File: config.mk
export PLATFORM = sky130hd
export DESIGN_NAME = div_issue_ctrl
export DESIGN_NICKNAME = d
export VERILOG_FILES = /design/src/rtl/div_issue_ctrl.sv
export SDC_FILE = /design/constraint.sdc
export NUM_CORES = 1
export LEC_CHECK = 0
export CAP_MARGIN = 25
export CORE_ASPECT_RATIO = 0.6
export CORE_MARGIN = 2
export CORE_UTILIZATION = 35
export CTS_CLUSTER_SIZE = 12
export DETAILED_ROUTE_END_ITERATION = 8
export PLACE_DENSITY = 0.74
export SYNTH_ARGS = -nofsm -noshare
export SYNTH_HDL_FRONTEND = slang
export SYNTH_SLANG_ARGS = --single-unit
File: constraint.sdc
create_clock -name clk -period 3.99 [get_ports clk]
set_input_delay 0.5985 -clock clk [delete_from_list [all_inputs] [get_ports clk]]
set_output_delay 0.5985 -clock clk [all_outputs]
set_load 0.02 [all_outputs]
File: src/rtl/div_issue_ctrl.sv
// rtl/div_issue_ctrl.sv - one-at-a-time issue/complete sequencer for the signed and unsigned divider IPs
//
// Ports:
//   clk, reset                 rising-edge clock, asynchronous active-high reset (shared with the IPs)
//   req_valid/req_ready        EX request handshake; req_ready is high only when idle
//   req_signed, req_mod        signed/unsigned unit select, remainder/quotient select
//   req_src1, req_src2         dividend, divisor
//   flush                      cancel the current operation
//   res_valid/res_data         held result, released on res_ready
//   busy                       controller is not idle
//   s_*/u_* tvalid, tready     dividend and divisor channels of the signed/unsigned IP
//   div_dividend_tdata,
//   div_divisor_tdata          latched operands, shared by both IPs
//   s_/u_dout_tvalid, _tdata   IP results: quotient [63:32], remainder [31:0]
module div_issue_ctrl (
    input  logic        clk,
    input  logic        reset,
    input  logic        req_valid,
    input  logic        req_signed,
    input  logic        req_mod,
    input  logic [31:0] req_src1,
    input  logic [31:0] req_src2,
    output logic        req_ready,
    input  logic        flush,
    output logic        res_valid,
    output logic [31:0] res_data,
    input  logic        res_ready,
    output logic        busy,
    output logic        s_dividend_tvalid,
    output logic        s_divisor_tvalid,
    output logic        u_dividend_tvalid,
    output logic        u_divisor_tvalid,
    input  logic        s_dividend_tready,
    input  logic        s_divisor_tready,
    input  logic        u_dividend_tready,
    input  logic        u_divisor_tready,
    output logic [31:0] div_dividend_tdata,
    output logic [31:0] div_divisor_tdata,
    input  logic        s_dout_tvalid,
    input  logic [63:0] s_dout_tdata,
    input  logic        u_dout_tvalid,
    input  logic [63:0] u_dout_tdata
);

    typedef enum logic [2:0] {IDLE, ISSUE, WAIT, DONE, DRAIN} state_t;

    state_t      state;
    logic        op_signed;
    logic        op_mod;
    logic        dd_acc;
    logic        dv_acc;
    // Flush arrived while one operand was already taken: finish the pair, then drain.
    logic        cancel;

    logic        dd_tvalid;
    logic        dv_tvalid;
    logic        dd_tready;
    logic        dv_tready;
    logic        dd_hs;
    logic        dv_hs;
    logic        dd_done;
    logic        dv_done;
    logic        dout_tvalid;
    logic [63:0] dout_tdata;

    assign req_ready = (state == IDLE);
    assign busy      = (state != IDLE);
    assign res_valid = (state == DONE);

    assign dd_tvalid = (state == ISSUE) && !dd_acc;
    assign dv_tvalid = (state == ISSUE) && !dv_acc;

    assign s_dividend_tvalid = dd_tvalid &&  op_signed;
    assign u_dividend_tvalid = dd_tvalid && !op_signed;
    assign s_divisor_tvalid  = dv_tvalid &&  op_signed;
    assign u_divisor_tvalid  = dv_tvalid && !op_signed;

    assign dd_tready = op_signed ? s_dividend_tready : u_dividend_tready;
    assign dv_tready = op_signed ? s_divisor_tready  : u_divisor_tready;

    assign dd_hs   = dd_tvalid && dd_tready;
    assign dv_hs   = dv_tvalid && dv_tready;
    // A channel counts as delivered if it completed earlier or completes this cycle.
    assign dd_done = dd_acc || dd_hs;
    assign dv_done = dv_acc || dv_hs;

    // Only the unit that was issued to can deliver our result.
    assign dout_tvalid = op_signed ? s_dout_tvalid : u_dout_tvalid;
    assign dout_tdata  = op_signed ? s_dout_tdata  : u_dout_tdata;

    always_ff @(posedge clk or posedge reset) begin
        if (reset) begin
            state              <= IDLE;
            op_signed          <= 1'b0;
            op_mod             <= 1'b0;
            dd_acc             <= 1'b0;
            dv_acc             <= 1'b0;
            cancel             <= 1'b0;
            res_data           <= 32'h0;
            div_dividend_tdata <= 32'h0;
            div_divisor_tdata  <= 32'h0;
        end else begin
            case (state)
                IDLE: begin
                    if (req_valid && !flush) begin
                        op_signed          <= req_signed;
                        op_mod             <= req_mod;
                        div_dividend_tdata <= req_src1;
                        div_divisor_tdata  <= req_src2;
                        dd_acc             <= 1'b0;
                        dv_acc             <= 1'b0;
                        cancel             <= 1'b0;
                        state              <= ISSUE;
                    end
                end
                ISSUE: begin
                    if (dd_hs) dd_acc <= 1'b1;
                    if (dv_hs) dv_acc <= 1'b1;
                    if (flush && !dd_done && !dv_done) begin
                        // Nothing reached the IP yet: abandon without a drain.
                        state <= IDLE;
                    end else if (dd_done && dv_done) begin
                        state <= (cancel || flush) ? DRAIN : WAIT;
                    end else if (flush) begin
                        cancel <= 1'b1;
                    end
                end
                WAIT: begin
                    if (dout_tvalid) begin
                        if (flush) begin
                            // Result lands in the flush cycle: it is dropped here.
                            state <= IDLE;
                        end else begin
                            res_data <= op_mod ? dout_tdata[31:0] : dout_tdata[63:32];
                            state    <= DONE;
                        end
                    end else if (flush) begin
                        state <= DRAIN;
                    end
                end
                DONE: begin
                    if (flush || res_ready) state <= IDLE;
                end
                DRAIN: begin
                    if (dout_tvalid) state <= IDLE;
                end
                default: state <= IDLE;
            endcase
        end
    end

endmodule

==> out/qor.json, run 1 <==
{
  "status": {
    "status": "finished clean"
  },
  "critical_path": {
    "maximum_single_stage_delay_on_the_critical_path_ns": 0.75,
    "critical_path.slowest_cell": "sky130_fd_sc_hd__dfrtp_2",
    "kind_of_capture_point_of_the_worst_setup_path": "primary output",
    "timing.critical_path.to": "s_dividend_tvalid",
    "cpLargestDelayFamily": "buffers and inverters",
    "cp-startpoint": "op_signed",
    "reg2reg_depth": 5,
    "criticalPathCategory": "register to primary output",
    "timing.critical_path.depth": 4,
    "timing.critical_path.cells": "buf_4 -> nand2_1 -> nor2_1 -> clkdlybuf4s50_1",
    "rr_endpoint": "state[2]",
    "critical_path_arrival_ns": 2.47,
    "critPathMaxFanout": 22,
    "worst_setup_path_start_kind": "register",
    "cp_num_buf_inv": 2,
    "critical_path_required_ns": 3.39,
    "setup.reg_to_reg.worst_slack_ns": 1.35,
    "crit-reg2reg-launch": "op_signed"
  },
  "global_routing": {
    "globalRoute.totalOverflow": 0,
    "antenna_found_initial": 0,
    "groute.usage.overall": 0.2078,
    "grt_pass1_wl_um": 23960,
    "grt_max_degree": 76,
    "first_global_vias": 4548
  },
  "logic_synthesis": {
    "synth.top_cells.by_count": "sky130_fd_sc_hd__nand2_1, sky130_fd_sc_hd__dfrtp_1, sky130_fd_sc_hd__mux4_2",
    "syn_nets": 651,
    "post-synth-top-area-cell": "sky130_fd_sc_hd__dfrtp_1",
    "synth_area_um2": 4987,
    "ys_ff_latch": 104,
    "async_flop_share": 1.000,
    "fraction_of_post_synthesis_cell_area_in_the_top_cell_type_by_area": 0.5218,
    "synth.top_cells.by_area": "sky130_fd_sc_hd__dfrtp_1, sky130_fd_sc_hd__nand2_1, sky130_fd_sc_hd__mux4_2",
    "synthMostInstantiatedCell": "sky130_fd_sc_hd__nand2_1",
    "dominantRegCellSynth": "sky130_fd_sc_hd__dfrtp_1",
    "synth_edf_count": 0,
    "avgSynthCellArea_um2": 11.18,
    "synth.yosys.seq_area_share": 0.5218,
    "synthCells": 446,
    "synth-warning-count": 0,
    "synth.distinct_cells": 30
  },
  "min_path": {
    "hold_class": "register to register",
    "cell_depth_of_the_worst_min_delay_path": 2
  },
  "timing": {
    "hold-worst-slack_ns": 0.4763,
    "setup_viol_count_final": 0,
    "final-hold-violation-count": 0,
    "least_margin_pin_slew_ns": 0.5940,
    "clock-skew-final_ns": 0.006238,
    "max_freq_ghz": 0.3262,
    "post-route-min-period_ns": 3.066,
    "share_of_the_cycle_needed_by_the_critical_path_after_routing": 0.7683,
    "rsz0062_at_grt": "no",
    "slew_violations": 0,
    "relSlewSlack": 0.6040,
    "fin_tns_setup_ns": 0
  },
  "place": {
    "port_buffers": 307,
    "place.detailed.hpwl_um": 12570,
    "post_dp_cell_area_um2": 8219,
    "globalplace.congestion": 0.8408
  },
  "clock_network": {
    "cts_post_setup_buffers_inserted": 0,
    "cts_max_path_buffers": 2,
    "tritoncts": "done",
    "tritoncts.num_buffers": 9,
    "clock_sinks": 104,
    "cts-resized-gates": 0,
    "worst_skew_pair.late_latency_ns": 0.33,
    "cts_hold_buf": 0,
    "clk_pin_slew_ns": 0.07,
    "h-tree-depth": 3,
    "root_buffer": "sky130_fd_sc_hd__clkbuf_16"
  },
  "job": {
    "timing.max_cap.violations": 0
  },
  "final_layout": {
    "antennaDiodeCount": 0,
    "drive_above_1_share": 0.1283,
    "design.final.nets": 948,
    "flow.area_growth_from_synthesis_pct": 71.70,
    "fin_area_um2": 8563
  },
  "route": {
    "avgViaCountPerCell": 4.677,
    "detail_route.first_pass.iterations": 4,
    "drt_wl_total_um": 16070,
    "antenna_violating_nets_post_route": 0,
    "drt-initial-drc-count": 253,
    "wire_per_inst_um": 17.09,
    "dr_total_vias": 4396,
    "remaining_drc_errors": 0
  },
  "pwr": {
    "cellPowerDensity_nw_per_um2": 683.7,
    "pwr-share-comb": 0.526,
    "seqPwrFrac": 0.323,
    "power.switching_uw": 2193,
    "total_leakage_power_uw": 0.003850,
    "proportion_of_total_power_due_to_net_switching": 0.3747,
    "internal_power_uw": 3661,
    "power.clock.fraction": 0.151,
    "post-layout-total-power_uw": 5854,
    "worst_case_vdd_ir_drop_mv": 0.3462
  },
  "die": {
    "num_rows": 33,
    "floorplan.io_pins": 308,
    "chipHeight_um": 96.47,
    "core_area_um2": 13790,
    "die_area_um2": 15250,
    "initial_utilization": 0.3616,
    "die_width_um": 158.1
  }
}
-- layout by cell type (no fill, tap or decap), types with 2 or more instances in the layout --
cell type	instances
sky130_fd_sc_hd__mux4_2	32
sky130_fd_sc_hd__nor3_1	3
sky130_fd_sc_hd__nand2_1	203
sky130_fd_sc_hd__nor2_1	9
sky130_fd_sc_hd__mux2i_1	2
sky130_fd_sc_hd__nand3_1	2
sky130_fd_sc_hd__o21a_1	2
sky130_fd_sc_hd__mux2_2	6
sky130_fd_sc_hd__a21oi_1	4
sky130_fd_sc_hd__clkdlybuf4s50_1	307
sky130_fd_sc_hd__clkbuf_1	2
sky130_fd_sc_hd__dfrtp_1	103
sky130_fd_sc_hd__inv_1	2
sky130_fd_sc_hd__mux2_4	30
sky130_fd_sc_hd__buf_4	6
sky130_fd_sc_hd__clkbuf_16	9
sky130_fd_sc_hd__inv_6	2
-- worst min path at each step --
stage	from	end	slack [ns]
6_report	div_divisor_tdata[13]	div_divisor_tdata[13]	0.48
4_1_cts	div_dividend_tdata[8]	div_dividend_tdata[8]	0.48
3_5_place_dp	div_dividend_tdata[8]	div_dividend_tdata[8]	0.46
5_1_grt	reset	div_divisor_tdata[22]	0.48
2_1_floorplan	cancel	cancel	0.49
3_3_place_gp	div_dividend_tdata[25]	div_dividend_tdata[25]	0.46
-- worst min-delay path: stages (launching register included) --
cell                      delay [ns]
sky130_fd_sc_hd__dfrtp_1        0.34
sky130_fd_sc_hd__nand2_1        0.05
sky130_fd_sc_hd__nand2_1        0.05
-- metal layers --
layer / global-route usage / vias up / part of all wire
met4: 0.04730 / 0 / 0.013
met2: 0.3569 / 173 / 0.48
met3: 0.05308 / 15 / 0.075
met1: 0.2683 / 2124 / 0.43
li1: - / 2084 / -
met5: 0 / - / 0
-- layout make-up --
cell class,count,area (um2)
clock buffers,11,232.7
clock inverters,5,63.81
fillers,1132,5228
inverters,3,13.76
multi-input cells,310,2243
flip-flops and latches,104,2604
well taps,192,240.2
repair buffers,315,3166
-- state kept, by name (all words and copies together), names as in the netlist --
register / count
cancel: 1
dv_acc: 1
res_data: 32
state: 3
op_signed: 1
dd_acc: 1
div_dividend_tdata: 32
op_mod: 1
div_divisor_tdata: 32
-- power groups by stage --
stage	Clock [uW]	Sequential, uW	Combinational, uW
finish	884	1890	3080
global route	947	1960	3300
CTS	907	1900	3110
detailed placement	0	1900	3100
global placement	0	1880	3040
floorplan	0	2330	1220
-- cell families after synthesis --
| kind of cell | after synthesis | share of synthesized area |
|---|---|---|
| buffers and inverters | 32 | 0.02985 |
| DFF | 104 | 0.5218 |
| xor gates and xnor gates | 1 | 0.001756 |
| AOI/OAI and AO/OA | 12 | 0.01556 |
| muxes | 70 | 0.2524 |
| and+or+nand+nor | 227 | 0.1786 |
-- stage by stage --
step	setup slack [ns]	std cells	util
after floorplan	0.6593	446	-
after global placement	1.023	922	0.5960
after detailed placement	0.9843	922	0.5960
after CTS	0.8138	938	0.6175
after global routing	0.6583	940	0.6209
final	0.9244	940	0.6209
No activity file was read; power rests on OpenSTA's default activity.
==> run 2: changes to the inputs <==
clock period = 3.1 ns   (was 3.99 ns; I/O delays follow)
==> run 2 against run 1 <==
Against the previous run:
- utilization down 0.091 points
- die area stayed put
- sequential power rose by 25%
- via count fell by 1.1%
- critical path type unchanged
- largest cell class unchanged
- highest routed layer unchanged
==> out/qor.json, run 2 (same netlist as run 1, synthesis figures left out) <==
{
  "critical_path": {
    "crit-reg2reg-launch": "op_signed",
    "kind_of_capture_point_of_the_worst_setup_path": "primary output",
    "worst_setup_path_start_kind": "register",
    "cp-startpoint": "state[0]",
    "criticalPathCategory": "register to primary output",
    "setup.reg_to_reg.worst_slack": {"value": 0.93, "unit": "ns", "change": "-0.42 ns"},
    "critical_path_arrival": {"value": 2.10, "unit": "ns", "change": "-0.37 ns"},
    "critPathMaxFanout": {"value": 12, "change": "-45%"},
    "reg2reg_depth": {"value": 5, "change": "unchanged"},
    "rr_endpoint": "state[2]",
    "critical_path_required": {"value": 2.63, "unit": "ns", "change": "-0.76 ns"}
  },
  "min_path": {
    "worst_hold_startpoint": "div_divisor_tdata[0]",
    "hold_class": "register to register",
    "holdPathEnd": "div_divisor_tdata[0]",
    "cell_depth_of_the_worst_min_delay_path": {"value": 2, "change": "unchanged"}
  },
  "die": {
    "die_width": {"value": 158.1, "unit": "um", "change": "unchanged"},
    "core_area": {"value": 13790, "unit": "um2", "change": "unchanged"},
    "initial_utilization": {"value": 0.3616, "change": "unchanged"},
    "die_area": {"value": 15250, "unit": "um2", "change": "unchanged"},
    "floorplan.io_pins": {"value": 308, "change": "unchanged"},
    "num_rows": {"value": 33, "change": "unchanged"},
    "chipHeight": {"value": 96.47, "unit": "um", "change": "unchanged"}
  },
  "timing": {
    "fin_tns_setup": {"value": 0, "unit": "ns", "change": "unchanged"},
    "rsz0062_at_grt": "no",
    "post-route-min-period_ns": 2.562,
    "max_freq_ghz": 0.3904,
    "slew_violations": {"value": 0, "change": "unchanged"},
    "relSlewSlack": {"value": 0.5995, "change": "-0.004565"},
    "setup_viol_count_final": {"value": 0, "change": "unchanged"},
    "share_of_the_cycle_needed_by_the_critical_path_after_routing": 0.8263,
    "least_margin_pin_slew": {"value": 0.6008, "unit": "ns", "change": "+0.006846 ns"},
    "final-hold-violation-count": {"value": 0, "change": "unchanged"},
    "clock-skew-final": {"value": 0.007896, "unit": "ns", "change": "+0.001658 ns"},
    "final.setup.worst_slack": {"value": 0.5385, "unit": "ns", "change": "-0.3859 ns"}
  },
  "final_layout": {
    "largest_regs": "div_dividend_tdata: 32 flops, div_divisor_tdata: 32 flops, res_data: 32 flops",
    "drive_above_1_share": {"value": 0.1297, "change": "+0.001337"},
    "flow.area_growth_from_synthesis_pct": 71.45,
    "final_cell_mix": "sky130_fd_sc_hd__clkdlybuf4s50_1, sky130_fd_sc_hd__nand2_1, sky130_fd_sc_hd__dfrtp_1",
    "design.final.nets": {"value": 948, "change": "unchanged"},
    "final_common_cell": "sky130_fd_sc_hd__clkdlybuf4s50_1",
    "antennaDiodeCount": {"value": 0, "change": "unchanged"}
  },
  "clock_network": {
    "worst_skew_pair.late_latency": {"value": 0.34, "unit": "ns", "change": "about the same"},
    "cts_hold_buf": {"value": 0, "change": "unchanged"},
    "clock_sinks": {"value": 104, "change": "unchanged"},
    "cts_post_setup_buffers_inserted": {"value": 0, "change": "unchanged"},
    "clk_pin_slew": {"value": 0.08, "unit": "ns", "change": "about the same"},
    "tritoncts.num_buffers": {"value": 9, "change": "unchanged"},
    "h-tree-depth": {"value": 3, "change": "unchanged"},
    "cts_max_path_buffers": {"value": 2, "change": "unchanged"},
    "cts-resized-gates": {"value": 0, "change": "unchanged"},
    "tritoncts": "done",
    "root_buffer": "sky130_fd_sc_hd__clkbuf_16"
  },
  "route": {
    "avgViaCountPerCell": {"value": 4.626, "change": "-1.1%"},
    "detail_route.first_pass.iterations": {"value": 4, "change": "unchanged"},
    "drt-initial-drc-count": {"value": 264, "change": "+4.3%"},
    "drt_wl_total": {"value": 15420, "unit": "um", "change": "-4.0%"},
    "remaining_drc_errors": {"value": 0, "change": "unchanged"},
    "antenna_violating_nets_post_route": {"value": 0, "change": "unchanged"},
    "dr_total_vias": {"value": 4348, "change": "-1.1%"},
    "wire_per_inst": {"value": 16.40, "unit": "um", "change": "-4.0%"}
  },
  "global_routing": {
    "globalRoute.totalOverflow": {"value": 0, "change": "unchanged"},
    "grt_pass1_wl": {"value": 23090, "unit": "um", "change": "-3.6%"},
    "first_global_vias": {"value": 4295, "change": "-5.6%"},
    "groute.usage.overall": {"value": 0.1969, "change": "-0.01087"},
    "antenna_found_initial": {"value": 0, "change": "unchanged"},
    "grt_max_degree": {"value": 105, "change": "+38%"}
  },
  "place": {
    "place.detailed.hpwl": {"value": 11970, "unit": "um", "change": "-4.7%"},
    "globalplace.congestion": {"value": 0.8382, "change": "-0.31%"},
    "port_buffers": {"value": 307, "change": "unchanged"},
    "pre_cts_ws": {"value": 0.4754, "unit": "ns", "change": "-0.5089 ns"}
  },
  "status": {
    "status": "finished clean"
  },
  "job": {
    "timing.max_cap.violations": {"value": 0, "change": "unchanged"}
  },
  "pwr": {
    "cellPowerDensity": {"value": 873.3, "unit": "nW/um2", "change": "+28%"},
    "total_leakage_power": {"value": 0.003842, "unit": "uW", "change": "-0.19%"},
    "worst_case_vdd_ir_drop": {"value": 0.3960, "unit": "mV", "change": "+14%"}
  }
}
run 2: power breakdown:
part / leakage (uW) / switching (uW) / total [uW] / internal, uW
clock network: 0.000138 / 506 / 1060 / 557
logic: 0.00240 / 1900 / 4030 / 2130
registers: 0.00131 / 404 / 2370 / 1970
total: 0.00384 / 2810 / 7470 / 4660
run 2: metrics by stage:
step,cells,power [uW],hold slack [ns],utilization,cell area [um2]
CTS,940,7571,0.4812,0.6200,8551
detailed placement,924,6459,0.4618,0.5999,8273
global route,940,7940,0.4924,0.6200,8551
floorplan,446,4568,0.4874,-,4991
finish,940,7468,0.4730,0.6200,8551
global placement,924,6362,0.4567,0.5999,8273
run 2: how the worst max path moves through the flow:
stage | end | slack, ns | cells past startpoint
after floorplan | s_dividend_tvalid | 1.21 | 4
after global placement | res_data[1] | 0.49 | 6
after detailed placement | res_data[4] | 0.48 | 6
after CTS | s_divisor_tvalid | 0.53 | 5
after global routing | s_divisor_tvalid | 0.39 | 5
final | s_divisor_tvalid | 0.54 | 5
run 2: layout make-up:
cell class | count | area [um2]
Fill cell | 1111 | 5240
Timing Repair Buffer | 315 | 3171
Sequential cell | 104 | 2604
Multi-Input combinational cell | 310 | 2243
Tap cell | 192 | 240.2
Clock buffer | 10 | 229.0
Clock inverter | 6 | 48.80
Inverter | 3 | 15.01
run 2: metal layers:
| layer | up-vias | part of all wire | track usage |
|---|---|---|---|
| met4 | 0 | 0.0092 | 0.03604 |
| li1 | 2085 | - | - |
| met2 | 174 | 0.47 | 0.3254 |
| met5 | - | 0 | 0 |
| met3 | 10 | 0.080 | 0.06423 |
| met1 | 2079 | 0.44 | 0.2585 |
run 2: critical path, cell delays in order (launching register included):
cell,delay [ns]
sky130_fd_sc_hd__dfrtp_1,0.54
sky130_fd_sc_hd__nor3b_1,0.24
sky130_fd_sc_hd__buf_4,0.17
sky130_fd_sc_hd__nand2_1,0.07
sky130_fd_sc_hd__nor2_1,0.11
sky130_fd_sc_hd__clkdlybuf4s50_1,0.64
==> run 3: changes to the inputs <==
CORE_UTILIZATION = 34   (was 35)
PLACE_DENSITY = 0.75   (was 0.74)
clock period = 2.2 ns   (was 3.1 ns; I/O delays follow)
==> run 3 against run 2 <==
Against the previous run:
- setup slack got worse by 0.41 ns
- non-clock buffer count increased by 7
- first-iteration DRC count decreased by 9.8%
- clock power increased by 63%
- critical path type unchanged
- critical endpoint is now s_dividend_tvalid
- largest power group unchanged
==> out/qor.json, run 3 (same netlist as run 1, synthesis figures left out) <==
{
  "clock_network": {
    "root_buffer": "sky130_fd_sc_hd__clkbuf_16",
    "cts_post_setup_buffers_inserted": {"value": 0, "change": "unchanged"},
    "cts_max_path_buffers": {"value": 2, "change": "unchanged"},
    "tritoncts.num_buffers": {"value": 9, "change": "unchanged"},
    "h-tree-depth": {"value": 3, "change": "unchanged"},
    "tritoncts": "done",
    "clock_sinks": {"value": 104, "change": "unchanged"},
    "worst_skew_pair.late_latency": {"value": 0.34, "unit": "ns", "change": "about the same"},
    "clk_pin_slew": {"value": 0.07, "unit": "ns", "change": "about the same"}
  },
  "die": {
    "floorplan.io_pins": {"value": 308, "change": "unchanged"},
    "die_area": {"value": 15690, "unit": "um2", "change": "+2.8%"},
    "chipHeight": {"value": 97.82, "unit": "um", "change": "+1.4%"},
    "num_rows": {"value": 34, "change": "+3.0%"},
    "die_width": {"value": 160.4, "unit": "um", "change": "+1.4%"},
    "core_area": {"value": 14420, "unit": "um2", "change": "+4.6%"},
    "initial_utilization": {"value": 0.3458, "change": "-0.01581"}
  },
  "final_layout": {
    "largest_regs": "div_dividend_tdata: 32 flops, div_divisor_tdata: 32 flops, res_data: 32 flops",
    "design.final.nets": {"value": 955, "change": "+0.74%"},
    "layout.cells.non_filler": {"value": 953, "change": "+1.4%"},
    "antennaDiodeCount": {"value": 0, "change": "unchanged"},
    "final_cell_mix": "sky130_fd_sc_hd__clkdlybuf4s50_1, sky130_fd_sc_hd__nand2_1, sky130_fd_sc_hd__dfrtp_1",
    "final_common_cell": "sky130_fd_sc_hd__clkdlybuf4s50_1",
    "flow.area_growth_from_synthesis_pct": 74.11,
    "drive_above_1_share": {"value": 0.1417, "change": "+0.01204"}
  },
  "status": {
    "status": "finished clean"
  },
  "timing": {
    "final-hold-violation-count": {"value": 0, "change": "unchanged"},
    "post-route-min-period_ns": 2.067,
    "share_of_the_cycle_needed_by_the_critical_path_after_routing": 0.9397,
    "rsz0062_at_grt": "no",
    "setup_viol_count_final": {"value": 0, "change": "unchanged"},
    "least_margin_pin_slew": {"value": 0.5019, "unit": "ns", "change": "-0.09887 ns"},
    "relSlewSlack": {"value": 0.6654, "change": "+0.06592"},
    "final.setup.worst_slack": {"value": 0.1326, "unit": "ns", "change": "-0.4059 ns"},
    "max_freq_ghz": 0.4837,
    "slew_violations": {"value": 0, "change": "unchanged"},
    "clock-skew-final": {"value": 0.01031, "unit": "ns", "change": "+0.002415 ns"}
  },
  "global_routing": {
    "globalRoute.totalOverflow": {"value": 0, "change": "unchanged"},
    "grt.met3_usage": {"value": 0.06669, "change": "+0.002467"},
    "grt-busiest-layer": "met2",
    "antenna_found_initial": {"value": 0, "change": "unchanged"},
    "groute.usage.overall": {"value": 0.2126, "change": "+0.01569"},
    "grt_util_met1": {"value": 0.2701, "change": "+0.01159"},
    "grt_max_degree": {"value": 58, "change": "-45%"},
    "first_global_vias": {"value": 4874, "change": "+13%"},
    "grt_pass1_wl": {"value": 26360, "unit": "um", "change": "+14%"},
    "gr-usage-met2": {"value": 0.3563, "change": "+0.03095"}
  },
  "route": {
    "antenna_violating_nets_post_route": {"value": 0, "change": "unchanged"},
    "detail_route.first_pass.iterations": {"value": 4, "change": "unchanged"},
    "wire_per_inst": {"value": 17.04, "unit": "um", "change": "+3.9%"},
    "remaining_drc_errors": {"value": 0, "change": "unchanged"},
    "dr_total_vias": {"value": 4514, "change": "+3.8%"},
    "drt_wl_total": {"value": 16240, "unit": "um", "change": "+5.3%"},
    "drt-initial-drc-count": {"value": 238, "change": "-9.8%"},
    "avgViaCountPerCell": {"value": 4.737, "change": "+2.4%"}
  },
  "pwr": {
    "post-layout-total-power": {"value": 10820, "unit": "uW", "change": "+45%"},
    "total_leakage_power": {"value": 0.003930, "unit": "uW", "change": "+2.3%"},
    "cellPowerDensity": {"value": 1246, "unit": "nW/um2", "change": "+43%"},
    "worst_case_vdd_ir_drop": {"value": 0.6701, "unit": "mV", "change": "+69%"}
  },
  "min_path": {
    "hold_class": "input pin to async pin"
  },
  "critical_path": {
    "critPathMaxFanout": {"value": 11, "change": "-1"},
    "crit-reg2reg-launch": "op_signed",
    "rr_endpoint": "res_data[11]",
    "kind_of_capture_point_of_the_worst_setup_path": "primary output",
    "criticalPathCategory": "register to primary output",
    "reg2reg_depth": {"value": 5, "change": "unchanged"},
    "critical_path_required": {"value": 1.87, "unit": "ns", "change": "-0.76 ns"},
    "setup.reg_to_reg.worst_slack": {"value": 0.19, "unit": "ns", "change": "-0.74 ns"},
    "worst_setup_path_start_kind": "register",
    "critical_path_arrival": {"value": 1.74, "unit": "ns", "change": "-0.36 ns"}
  },
  "place": {
    "dpl.cell_count": {"value": 937, "change": "+1.4%"},
    "pre_cts_ws": {"value": -0.09893, "unit": "ns", "change": "-0.5743 ns"},
    "globalplace.congestion": {"value": 0.8835, "change": "+5.4%"},
    "port_buffers": {"value": 307, "change": "unchanged"},
    "place.detailed.hpwl": {"value": 12730, "unit": "um", "change": "+6.3%"}
  },
  "job": {
    "timing.max_cap.violations": {"value": 0, "change": "unchanged"}
  }
}
-- run 3: changes by cell type in the layout (fill, tap and decap cells not counted), moves of 2 or more --
cell and change:
sky130_fd_sc_hd__buf_4 +5, sky130_fd_sc_hd__dfrtp_1 -2, sky130_fd_sc_hd__buf_12 +2, sky130_fd_sc_hd__clkdlybuf4s50_1 -6, sky130_fd_sc_hd__dlygate4sd2_1 +4, sky130_fd_sc_hd__dfrtp_2 +2, sky130_fd_sc_hd__bufinv_16 +2
-- run 3: area by class of cell --
class                      instances  area [um2]
clock buffer                       9       225.2
clock inverter                     7       100.1
timing repair buffer             322        3246
inverter                           3       15.01
multi-input combinational        310        2243
fill                            1156        5738
sequential                       104        2606
tap                              198       247.7
-- run 3: power breakdown --
group | switching, uW | total (uW) | internal, uW
Sequential | 553 | 3330 | 2780
Clock | 722 | 1730 | 1010
Combinational | 2720 | 5760 | 3030
-- run 3: critical path: stages (launching register included) --
cell	delay (ns)
sky130_fd_sc_hd__dfrtp_2	0.48
sky130_fd_sc_hd__nor3b_1	0.24
sky130_fd_sc_hd__buf_4	0.17
sky130_fd_sc_hd__nand2_1	0.07
sky130_fd_sc_hd__nor2_1	0.12
sky130_fd_sc_hd__clkdlybuf4s15_1	0.33
-- run 3: worst max path at each step --
stage / cells after the start / slack, ns / start / end
floorplan: 4 / 0.33 / op_signed / res_data[10]
global placement: 6 / -0.08 / s_dout_tvalid / res_data[11]
detailed placement: 6 / -0.1 / s_dout_tvalid / res_data[11]
CTS: 2 / 0.01 / state[0] / busy
global route: 5 / 0.02 / state[1] / s_dividend_tvalid
finish: 5 / 0.13 / state[1] / s_dividend_tvalid
-- run 3: what timing repair did --
item,4_1_cts,5_1_grt
endpoints found under the setup margin,6,3
pin swaps,0,0
hold buffers,0,0
gates cloned,0,0
resized for setup,6,3
-- run 3: routing by layer --
metal | part of all wire | vias to the layer above | wire, um
met5 | 0 | - | 0
met4 | 0.021 | 0 | 334
met3 | 0.075 | 26 | 1217
met2 | 0.48 | 184 | 7749
met1 | 0.43 | 2210 | 6938
li1 | - | 2094 | -
-- run 3: stage by stage --
step | hold slack, ns | cell area, um2 | TNS (ns) | utilization
2_1_floorplan | 0.4354 | 4991 | 0 | -
3_3_place_gp | 0.4574 | 8358 | -2.289 | 0.5796
3_5_place_dp | 0.4626 | 8358 | -2.590 | 0.5796
4_1_cts | 0.4528 | 8678 | 0 | 0.6018
5_1_grt | 0.4772 | 8683 | 0 | 0.6021
6_report | 0.4446 | 8683 | 0 | 0.6021
